==> config.mk <==
export PLATFORM = sky130hd
export DESIGN_NAME = prescaled_updown_counter
export DESIGN_NICKNAME = d
export VERILOG_FILES = /design/src/rtl/prescaled_updown_counter_pkg.sv /design/src/rtl/prescaled_updown_counter_prescaler.sv /design/src/rtl/prescaled_updown_counter.sv
export SDC_FILE = /design/constraint.sdc
export NUM_CORES = 1
export LEC_CHECK = 0
export BUFFER_PORTS_ARGS = -buffer_cell sky130_fd_sc_hd__buf_2
export CAP_MARGIN = 0
export CORE_MARGIN = 2
export CORE_UTILIZATION = 39
export DETAILED_ROUTE_END_ITERATION = 12
export GPL_TIMING_DRIVEN = 1
export HOLD_SLACK_MARGIN = 0.06
export SLEW_MARGIN = 15
export SYNTH_ARGS = -nofsm -noshare
export SYNTH_HDL_FRONTEND = slang
export SYNTH_SLANG_ARGS = --single-unit
==> constraint.sdc <==
create_clock -name clk -period 5.2 [get_ports clk]
set_input_delay 0.26 -clock clk [delete_from_list [all_inputs] [get_ports clk]]
set_output_delay 0.26 -clock clk [all_outputs]
set_load 0.03 [all_outputs]
==> src/rtl/prescaled_updown_counter_pkg.sv <==
`default_nettype none
// ============================================================================
// Module   : prescaled_counter_pkg
// Purpose  : Shared widths, direction encodings and next-count function for
//            the prescaled up/down counter (honours PRESCALED_COUNTER_SATURATE_EN).
// Revision : 1.0 - initial release
// ============================================================================
package prescaled_counter_pkg;

  localparam int N_DEF     = 8;
  localparam int PW_DEF    = 23;
  localparam int CNT_W_MAX = 32;

  localparam logic DIR_UP   = 1'b1;
  localparam logic DIR_DOWN = 1'b0;

  typedef struct packed {
    logic                 wrap;
    logic [CNT_W_MAX-1:0] q;
  } count_res_t;

  // Operands are zero-extended N-bit values; the result never exceeds
  // max(q, mod_max), so the caller can truncate back to N bits safely.
  function automatic count_res_t next_count(input logic [CNT_W_MAX-1:0] q,
                                            input logic                 up,
                                            input logic [CNT_W_MAX-1:0] mod_max);
    count_res_t r;
    r.wrap = 1'b0;
    r.q    = q;
    if (up == DIR_UP) begin
      if (q >= mod_max) begin
        r.wrap = 1'b1;
`ifdef PRESCALED_COUNTER_SATURATE_EN
        r.q    = q;
`else
        r.q    = '0;
`endif
      end else begin
        r.q = q + CNT_W_MAX'(1);
      end
    end else begin
      if (q == '0) begin
        r.wrap = 1'b1;
`ifdef PRESCALED_COUNTER_SATURATE_EN
        r.q    = '0;
`else
        r.q    = mod_max;
`endif
      end else begin
        r.q = q - CNT_W_MAX'(1);
      end
    end
    return r;
  endfunction

endpackage
`default_nettype wire

==> src/rtl/prescaled_updown_counter_prescaler.sv <==
`default_nettype none
// ============================================================================
// Module   : clk_en_prescaler
// Purpose  : Clock-enable prescaler; step is high once every div+1 enabled clocks.
// Revision : 1.0 - initial release
// ============================================================================
module clk_en_prescaler #(
  parameter int PW = 23
) (
  input  logic          clk,
  input  logic          reset_n,
  input  logic          en,
  input  logic          clr,
  input  logic [PW-1:0] div,
  output logic          step
);

  logic [PW-1:0] r_pcnt;
  logic          w_hit;

  // div is compared live: if it drops below r_pcnt the counter runs the full
  // PW-bit range and wraps before matching again.
  assign w_hit = (r_pcnt == div);
  assign step  = en & ~clr & w_hit;

  always_ff @(posedge clk or negedge reset_n) begin
    if (!reset_n) begin
      r_pcnt <= '0;
    end else if (clr) begin
      r_pcnt <= '0;
    end else if (en) begin
      r_pcnt <= w_hit ? '0 : r_pcnt + PW'(1);
    end
  end

endmodule
`default_nettype wire

==> src/rtl/prescaled_updown_counter.sv <==
`default_nettype none
// ============================================================================
// Module   : prescaled_updown_counter
// Purpose  : Up/down modulo counter stepped by a clock-enable prescaler.
//            Define PRESCALED_COUNTER_SATURATE_EN for saturating behaviour.
// Revision : 1.0 - initial release
// ============================================================================
module prescaled_updown_counter
  import prescaled_counter_pkg::*;
#(
  parameter int N  = N_DEF,
  parameter int PW = PW_DEF
) (
  input  logic          clk,
  input  logic          reset_n,
  input  logic          en,
  input  logic          clr,
  input  logic          load,
  input  logic [N-1:0]  load_val,
  input  logic          up,
  input  logic [PW-1:0] div,
  input  logic [N-1:0]  mod_max,
  output logic [N-1:0]  q,
  output logic          step_tick,
  output logic          wrap_tick,
  output logic          at_max,
  output logic          at_min
);

  logic [N-1:0] r_q;
  logic         r_step_tick;
  logic         r_wrap_tick;
  logic         w_step;
  count_res_t   w_res;
  logic [N-1:0] w_next_q;

  // load restarts the prescale period just like clr does.
  clk_en_prescaler #(
    .PW (PW)
  ) u_prescaler (
    .clk     (clk),
    .reset_n (reset_n),
    .en      (en),
    .clr     (clr | load),
    .div     (div),
    .step    (w_step)
  );

  assign w_res    = next_count(CNT_W_MAX'(r_q), up, CNT_W_MAX'(mod_max));
  assign w_next_q = w_res.q[N-1:0];

  generate
    if (N < CNT_W_MAX) begin : g_hi_pad
      logic w_unused_hi;
      assign w_unused_hi = ^w_res.q[CNT_W_MAX-1:N];
    end
  endgenerate

  always_ff @(posedge clk or negedge reset_n) begin
    if (!reset_n) begin
      r_q         <= '0;
      r_step_tick <= 1'b0;
      r_wrap_tick <= 1'b0;
    end else if (clr) begin
      r_q         <= '0;
      r_step_tick <= 1'b0;
      r_wrap_tick <= 1'b0;
    end else if (load) begin
      r_q         <= load_val;
      r_step_tick <= 1'b0;
      r_wrap_tick <= 1'b0;
    end else if (w_step) begin
      r_q         <= w_next_q;
      r_step_tick <= 1'b1;
      r_wrap_tick <= w_res.wrap;
    end else begin
      r_step_tick <= 1'b0;
      r_wrap_tick <= 1'b0;
    end
  end

  assign q         = r_q;
  assign step_tick = r_step_tick;
  assign wrap_tick = r_wrap_tick;
  assign at_max    = (r_q == mod_max);
  assign at_min    = (r_q == '0);

endmodule
`default_nettype wire
* Yosys cells after proc, flatten, opt, wreduce, memory -nomap -nowiden
Index checks and enable logic that the tools add are counted.
** Cells by class
- $add $sub $neg :: 3
- $mul :: 0
- Div/mod/pow operators :: 0
- Order comparisons :: 1
- Equality and inequality tests :: 2
- Shift operators :: 0
- Multiplexer cells :: 17
- Bitwise logic cells :: 4
- Reduce and logical (&&, ||, !) cells :: 3
** Operator list (number)
- $mux 23 :: 3
- $mux 33 :: 1
- $mux 32 :: 1
- $mux 8 :: 3
- $add 23x1->23 const B :: 1
- $eq 23x23->1 :: 1
- $add 8x1->9 const B :: 1
- $mux 9 :: 1
- $sub 8x1->9 const B :: 1
- $eq 8x8->1 :: 1
- $ge 8x8->1 :: 1
- $logic_not 8->1 :: 1
- $mux 1 :: 8
- $reduce_bool 3->1 :: 1
- $and 1x1->1 :: 2
- $reduce_bool 2->1 :: 1
- $not 1->1 :: 1
- $or 1x1->1 :: 1
** Word-level totals
- Bits in registers :: 33
- Bits in latches :: 0
- Bits in writable memories :: 0
- ROM bits :: 0
- Input port bits :: 45
- Output and inout port bits :: 12
- Word-level logic and storage cells :: 34
- Memories kept :: 0

* Depth between registers and ports, before layout
Gate-level depths: netlist (run 1).
- Depth after elaboration :: 7
- Mapped depth :: 9
- Depth with buffers taken out :: 8

* Cells and area by module
From an unflattened synthesis (run 1), not the netlist that was laid out.
** Unflattened totals
- Cells, all modules :: 328
- Area total of the unflattened synthesis :: 2762.6 um2
** By module, submodules not included
- clk_en_prescaler :: instances 1, cells an instance 174, area each 1567.8 um2, seq. area each 575.6 um2
- prescaled_updown_counter :: instances 1, cells an instance 154, area each 1194.9 um2, seq. area each 250.2 um2

* Least setup slack after synthesis (run 1)
No wires, ideal clock.
- Kind :: register to register
- Start :: register r_q[0] (netlist: q[0])
- End :: register r_q[4] (netlist: q[4])
- Library setup time :: 0.069 ns
- Data arrival time :: 2.357 ns
- Data required time :: 5.131 ns
- Setup slack :: 2.774 ns
- Cell stages (with the launch flop) :: 9
- Clock period less this slack :: 2.426 ns
- Cells stage by stage :: dfrtp_1 -> inv_1 -> ha_1 -> nand2b_1 -> a2111oi_1 -> o31ai_1 -> buf_2 -> o311ai_0 -> a32o_1
** On the way
- Longest elaborated chain between the ends :: 6
** RTL lines
- start, declared :: RTL line prescaled_updown_counter.sv:30 : logic [N-1:0] r_q;
- start signal, assigned :: RTL line prescaled_updown_counter.sv:69 : r_q <= load_val;
- start signal, assigned :: RTL line prescaled_updown_counter.sv:73 : r_q <= w_next_q;
- $sub 8x1->9, or another cell as far along :: RTL line prescaled_updown_counter_pkg.sv:50 : r.q = q - CNT_W_MAX'(1);
- $mux 32 or $mux 9 (tied branches) :: RTL line prescaled_updown_counter_pkg.sv:42, prescaled_updown_counter_pkg.sv:31
- $mux 33 * :: RTL line prescaled_updown_counter_pkg.sv:30 : if (up == DIR_UP) begin
- $mux 8 * :: RTL line prescaled_updown_counter.sv:72 : end else if (w_step) begin
- $mux 8 * :: RTL line prescaled_updown_counter.sv:68 : end else if (load) begin
- $mux 8 * :: RTL line prescaled_updown_counter.sv:64 : end else if (clr) begin
Mark *: on every way between the ends. The rest lies on a longest branch, timed or not. The select of a mux whose other input is x is not followed.
A chain may end at the register's enable or synchronous reset.

* Final worst setup path (run 1)
- Start :: register r_q[0] (netlist: q[0])
- End :: register r_q[6] (netlist: q[6])
The elaborated chain is that of the path after synthesis.

==> reports/metrics.cfg, run 1 <==
[status]
status = finished clean

[place]
gp_congestion = 0.798
port-buffer-count = 56
dpl.hpwl_um = 5110
dp_slack_ns = 2.80

[detailed_routing]
drt_first_iter_violations = 128
first_pass_iters = 4
drtAntennaViolNets = 0
viasPerCell = 5.68
avgRoutedWirePerCell_um = 15.1
drc = 0
wl_um = 6930
via_count = 2608

[finish]
insertedDiodeCount = 0
nFillCells = 682
final_cell_mix = buf_2 (56), nand2_1 (43), dfrtp_1 (33)
final_common_cell = buf_2
layout.nets = 436
layout-drive-gt1-share_pct = 19.8
area_delta_synth_final_pct = 15.0

[critical_path]
crit_slowest_cell = dfrtp_1
arrival_ns = 2.68
crit_path_max_fanout = 14
rr_startpoint = q[0]
cp.required_ns = 5.42
crit_type = reg2reg
path_delay_family = compound AO/OA/AOI/OAI gates
max_stage_delay_ns = 0.50
crit_start = q[0]
crit_chain = inv_1, ha_1, nand2b_1, a2111oi_1, o31ai_1, buf_4, o311ai_0, a32o_1
cp-start-kind = flop
crit_path_end_kind = flop
path_buf_inv = 2

[grt]
track_usage_pct = 18.7
grt_max_degree = 34
grt_pass1_wl_um = 11200
grt_pass1_vias = 2302
antenna_found_initial = 0
grt_overflow = 0

[synth]
syn_area_per_cell_um2 = 8.16
ys_types = 54
synth.area.top_cells = dfrtp_1 (31%), xnor2_1 (8.2%), nand2_1 (6.0%), ha_1 (5.6%), nand3_1 (5.2%)
yosysSeqAreaShare_pct = 30.8
syn_inst = 329
yosys.area.top_type = dfrtp_1
synth_ff_type = dfrtp_1
ys_ff_latch = 33
syn_area_um2 = 2680
synth_fp_nets = 386
synth_edf_count = 0
synth_top_area_share_pct = 30.8
async_reset_ff_share_pct = 100
yosys_warnings = 0

[clock_tree]
clk_path_buf_depth = 2
cts_sinks = 33
ctsResizeCount = 0
hold_buffers = 0
post_cts_buffers = 0
htreeDepth = 2
clk_pin_slew_worst_paths_ns = 0.06
cts_buffers = 5
cts_tree = built
clk_latency_ns = 0.28
root_buffer = clkbuf_8

[sta]
fin_crit_sh_pct = 47.4
slew_headroom_pct = 48.9
timing.final.ws_setup_ns = 2.73
max_freq_mhz = 406
rsz0062_at_grt = false
setup_viol = 0
fin_crit_ns = 2.47
slew_viol_final = 0
finalHoldViolations = 0
tightest_slew_ns = 0.767
skew_ns = 0.00693
fin_setup_tns_ns = 0

[floorplanning]
dieWidth_um = 87.0
die_h_um = 87.0
fp-row-count = 30
ios = 57
core-area_um2 = 6720
start_util_pct = 39.9
dieArea_um2 = 7560

[power]
vdd_drop_max_v = 0.000110
p_leak_nw = 1.39
p_per_area_nw_per_um2 = 220

[flow_run]
cap_violations = 0

[worst_hold_path]
holdCritPathClass = in2async

-- layout make-up --
type / instances / area [um^2] / share of cell area (%)
flip-flops and latches: 33 / 826 / 26.8
multi-input cells: 257 / 1690 / 54.6
inverters: 23 / 86.3 / 2.80
well taps: 80 / 100 / 3.24
repair buffers: 59 / 303 / 9.81
clock buffers: 7 / 86.3 / 2.80
-- through the flow --
stage / area (um^2) / util, % / hold slack (ns) / std cells / power, W
floorplan: 2680 / - / -0.0356 / 329 / 0.000422
global placement: 3000 / 44.7 / 0.381 / 452 / 0.000483
detailed placement: 3000 / 44.7 / 0.378 / 452 / 0.000486
CTS: 3090 / 45.9 / 0.0717 / 459 / 0.000685
global route: 3090 / 45.9 / 0.0891 / 459 / 0.000722
finish: 3090 / 45.9 / 0.0440 / 459 / 0.000678
-- cell families after synthesis --
logic type	synth area share [%]
and+or+nand+nor	26.2
buffers and inverters	6.43
muxes	1.91
AOI/OAI and AO/OA	20.6
adders and majority gates	5.59
xor gates and xnor gates	8.48
DFF	30.8
-- cell usage after synthesis, types with 2 or more instances --
library cell  instances
nand2_1              43
dfrtp_1              33
nand3_1              28
xnor2_1              25
inv_1                23
a21oi_1              20
nor2_1               19
o21ai_0              17
ha_1                 12
nand4_1              11
o311ai_0              8
clkbuf_1              7
a32o_1                5
and3_1                5
buf_2                 5
nor3_1                5
a22o_1                4
and4_1                4
mux2i_1               4
o21a_1                4
a21o_1                3
o211ai_1              3
or3b_1                3
a31oi_1               2
buf_6                 2
nand2b_1              2
nor4_4                2
o221ai_1              2
o31ai_1               2
or2_2                 2
-- final timing paths --
kind | endpoint | depth (start not counted) | slack (ns)
setup reg to reg | q[6] | 8 | 2.73
hold / removal | q[7] | 1 | 0.04
setup / recovery | q[6] | 8 | 2.73
min in group clk | step_tick | 3 | 0.31
max in group asynchronous | u_prescaler.r_pcnt[9] | 1 | 4.66
hold reg to reg | u_prescaler.r_pcnt[9] | 1 | 0.53
-- registers in the layout, summed over array words and instances, names as in the netlist --
name                flops
u_prescaler.r_pcnt     23
q                       8
step_tick               1
wrap_tick               1
-- layer usage --
metal  track usage, %  share of wire [%]  up-vias
li1                 -                  -     1298
met1             27.8                 49     1241
met2             27.8                 46       63
met3             3.70                4.6        6
met4             4.26               0.75        0
met5                0                  0        -
-- report_power, final --
group / total (W) / switching, W / leakage, nW / internal (W)
registers: 0.000289 / 0.0000242 / 0.451 / 0.000265
clock network: 0.000196 / 0.0000908 / 0.0443 / 0.000105
logic: 0.000193 / 0.000113 / 0.895 / 0.0000793
total: 0.000678 / 0.000228 / 1.39 / 0.000450
Note: power is estimated with default switching activity, not from simulation.
==> run 2: changes to the inputs <==
==> constraint.sdc (replaced) <==
create_clock -name clk -period 2.2 [get_ports clk]
set_input_delay 0.11 -clock clk [delete_from_list [all_inputs] [get_ports clk]]
set_output_delay 0.11 -clock clk [all_outputs]
set_load 0.03 [all_outputs]
==> reports/metrics.cfg, run 2 (synthesis gave the netlist of run 1 again) <==
[finish]
layout-drive-gt1-share_pct = 26.5  ; was 19.8%
layout.nets = 464  ; was 436
final_area_um2 = 3370  ; was 3090 um^2
final_cell_mix = buf_2 (56), nand2_1 (43), dfrtp_1 (32)  ; was buf_2 (56), nand2_1 (43), dfrtp_1 (33)
final_common_cell = buf_2  ; unchanged
top_register = u_prescaler.r_pcnt  ; unchanged
largest_register_ffs = 23  ; unchanged
area_delta_synth_final_pct = 25.4  ; was 15.0%
insertedDiodeCount = 0  ; unchanged
utilization_pct = 50.1  ; was 45.9%
final_cell_count_no_fill = 487  ; was 459

[power]
p_leak_nw = 1.55  ; was 1.39 nW
p_per_area_nw_per_um2 = 497  ; was 220 nW/um^2
vdd_drop_max_v = 0.000230  ; was 0.000110 V

[place]
gp_congestion = 0.911  ; was 0.798
dpl.hpwl_um = 5570  ; was 5110 um
port-buffer-count = 56  ; unchanged
dpl_cell_area_um2 = 3200  ; was 3000 um^2
placedCellCount = 474  ; was 452

[floorplanning]
start_util_pct = 39.9  ; unchanged
dieArea_um2 = 7560  ; unchanged
ios = 57  ; unchanged
die_h_um = 87.0  ; unchanged
fp-row-count = 30  ; unchanged
core-area_um2 = 6720  ; unchanged
dieWidth_um = 87.0  ; unchanged

[critical_path]
crit_type = reg2reg  ; unchanged
crit_slowest_cell = dfrtp_2  ; was dfrtp_1
r2r_cells = 8  ; unchanged
path_delay_family = compound AO/OA/AOI/OAI gates  ; unchanged
cp-start-kind = flop  ; unchanged
path_buf_inv = 2  ; unchanged
crit_path_max_fanout = 12  ; was 14
path_depth = 8  ; unchanged
crit_path_end_kind = flop  ; unchanged
cp.required_ns = 2.42  ; was 5.42 ns
max_stage_delay_ns = 0.40  ; was 0.50 ns
crit_chain = inv_2, ha_1, nand2b_1, a2111oi_2, o31ai_1, buf_4, o311ai_0, a32o_1  ; was inv_1, ha_1, nand2b_1, a2111oi_1, o31ai_1, buf_4, o311ai_0, a32o_1
arrival_ns = 2.34  ; was 2.68 ns

[clock_tree]
clk_pin_slew_worst_paths_ns = 0.07  ; was 0.06 ns
cts_buffers = 5  ; unchanged
clk_latency_ns = 0.28  ; about the same
clk_path_buf_depth = 2  ; unchanged
cts_sinks = 33  ; unchanged
cts_tree = built  ; unchanged
htreeDepth = 2  ; unchanged
root_buffer = clkbuf_8  ; unchanged

[sta]
slew_headroom_pct = 47.8  ; was 48.9%
max_freq_mhz = 472  ; was 406 MHz
finalHoldViolations = 0  ; unchanged
setup_viol = 0  ; unchanged
fin_crit_ns = 2.12  ; was 2.47 ns
skew_ns = 0.00697  ; was 0.00693 ns
fin_crit_sh_pct = 96.4  ; was 47.4%
tightest_slew_ns = 0.784  ; was 0.767 ns
slew_viol_final = 0  ; unchanged

[detailed_routing]
viasPerCell = 5.53  ; was 5.68
drc = 0  ; unchanged
drt_first_iter_violations = 133  ; was 128
wl_um = 7490  ; was 6930 um
via_count = 2694  ; was 2,608
first_pass_iters = 4  ; unchanged
avgRoutedWirePerCell_um = 15.4  ; was 15.1 um
drtAntennaViolNets = 0  ; unchanged

[grt]
track_usage_pct = 20.7  ; was 18.7%
grt_max_degree = 34  ; unchanged
grt_overflow = 0  ; unchanged
antenna_found_initial = 0  ; unchanged
grt_pass1_vias = 2574  ; was 2,302
grt_pass1_wl_um = 12300  ; was 11,200 um

[worst_hold_path]
holdCritPathClass = in2reg  ; was in2async
min_path_cells = 3

[status]
status = finished clean  ; unchanged

[flow_run]
cap_violations = 0  ; unchanged

-- run 2: cell count changes in the layout (fill, tap and decap cells not counted), moves of 2 or more --
cell,previous run,this run
o311ai_1,0,2
buf_12,0,2
buf_4,3,28
o311ai_0,8,6
-- run 2: area by class of cell --
| class | instances | area, um^2 |
|---|---|---|
| Clock buffer | 7 | 86.3 |
| Fill cell | 676 | 3350 |
| Inverter | 23 | 86.3 |
| Multi-Input combinational cell | 257 | 1730 |
| Sequential cell | 33 | 827 |
| Tap cell | 80 | 100 |
| Timing Repair Buffer | 87 | 541 |
-- run 2: worst reg2reg max path: cells and delay by family (launching register included) --
kind	cells	cell delay, ns
AND/OR/NAND/NOR	1	0.16
adder cells (fa/ha/maj)	1	0.23
buffers and inverters	2	0.25
AO/OA/AOI/OAI	4	1.02
flip-flops	1	0.40
-- run 2: path summary, 6_finish.rpt --
kind | start | endpoint | slack, ns
setup / recovery | q[0] | q[6] | 0.08
hold / removal | en | step_tick | 0.22
setup reg to reg | q[0] | q[6] | 0.08
hold reg to reg | u_prescaler.r_pcnt[9] | u_prescaler.r_pcnt[9] | 0.54
max in group asynchronous | reset_n | q[0] | 1.20
min in group asynchronous | reset_n | step_tick | 0.45
-- run 2: repair_timing --
item | 4_1_cts | 5_1_grt
gates resized for setup | 0 | 6
endpoints found under the setup margin | 0 | 17
setup buffers | 0 | 5
endpoints found under the hold margin | 33 | 0
hold buffers | 1 | 0
-- run 2: power breakdown --
group	switching [W]	internal (W)	total, W	leakage, nW
clock	0.000215	0.000248	0.000463	0.0443
combinational	0.000331	0.000239	0.000569	1.06
sequential	0.0000141	0.000628	0.000642	0.450
-- run 2: metal layers --
layer / routed length, um / share of wire, % / vias to the layer above / track usage [%]
met5: 0 / 0 / - / 0
met3: 341 / 4.6 / 7 / 3.22
met4: 51 / 0.68 / 0 / 4.26
li1: - / - / 1355 / -
met2: 3410 / 46 / 59 / 33.1
met1: 3690 / 49 / 1273 / 29.6
-- run 2: per-stage QoR --
step	setup slack (ns)	hold WS [ns]	TNS, ns	total power, W
after detailed placement	0.0605	0.231	0	0.00121
after CTS	0.0301	0.142	0	0.00167
after global placement	0.0379	0.239	0	0.00120
after global routing	-0.00152	0.240	-0.00152	0.00177
final	0.0802	0.220	0	0.00167
after floorplan	0.0214	-0.186	0	0.00100
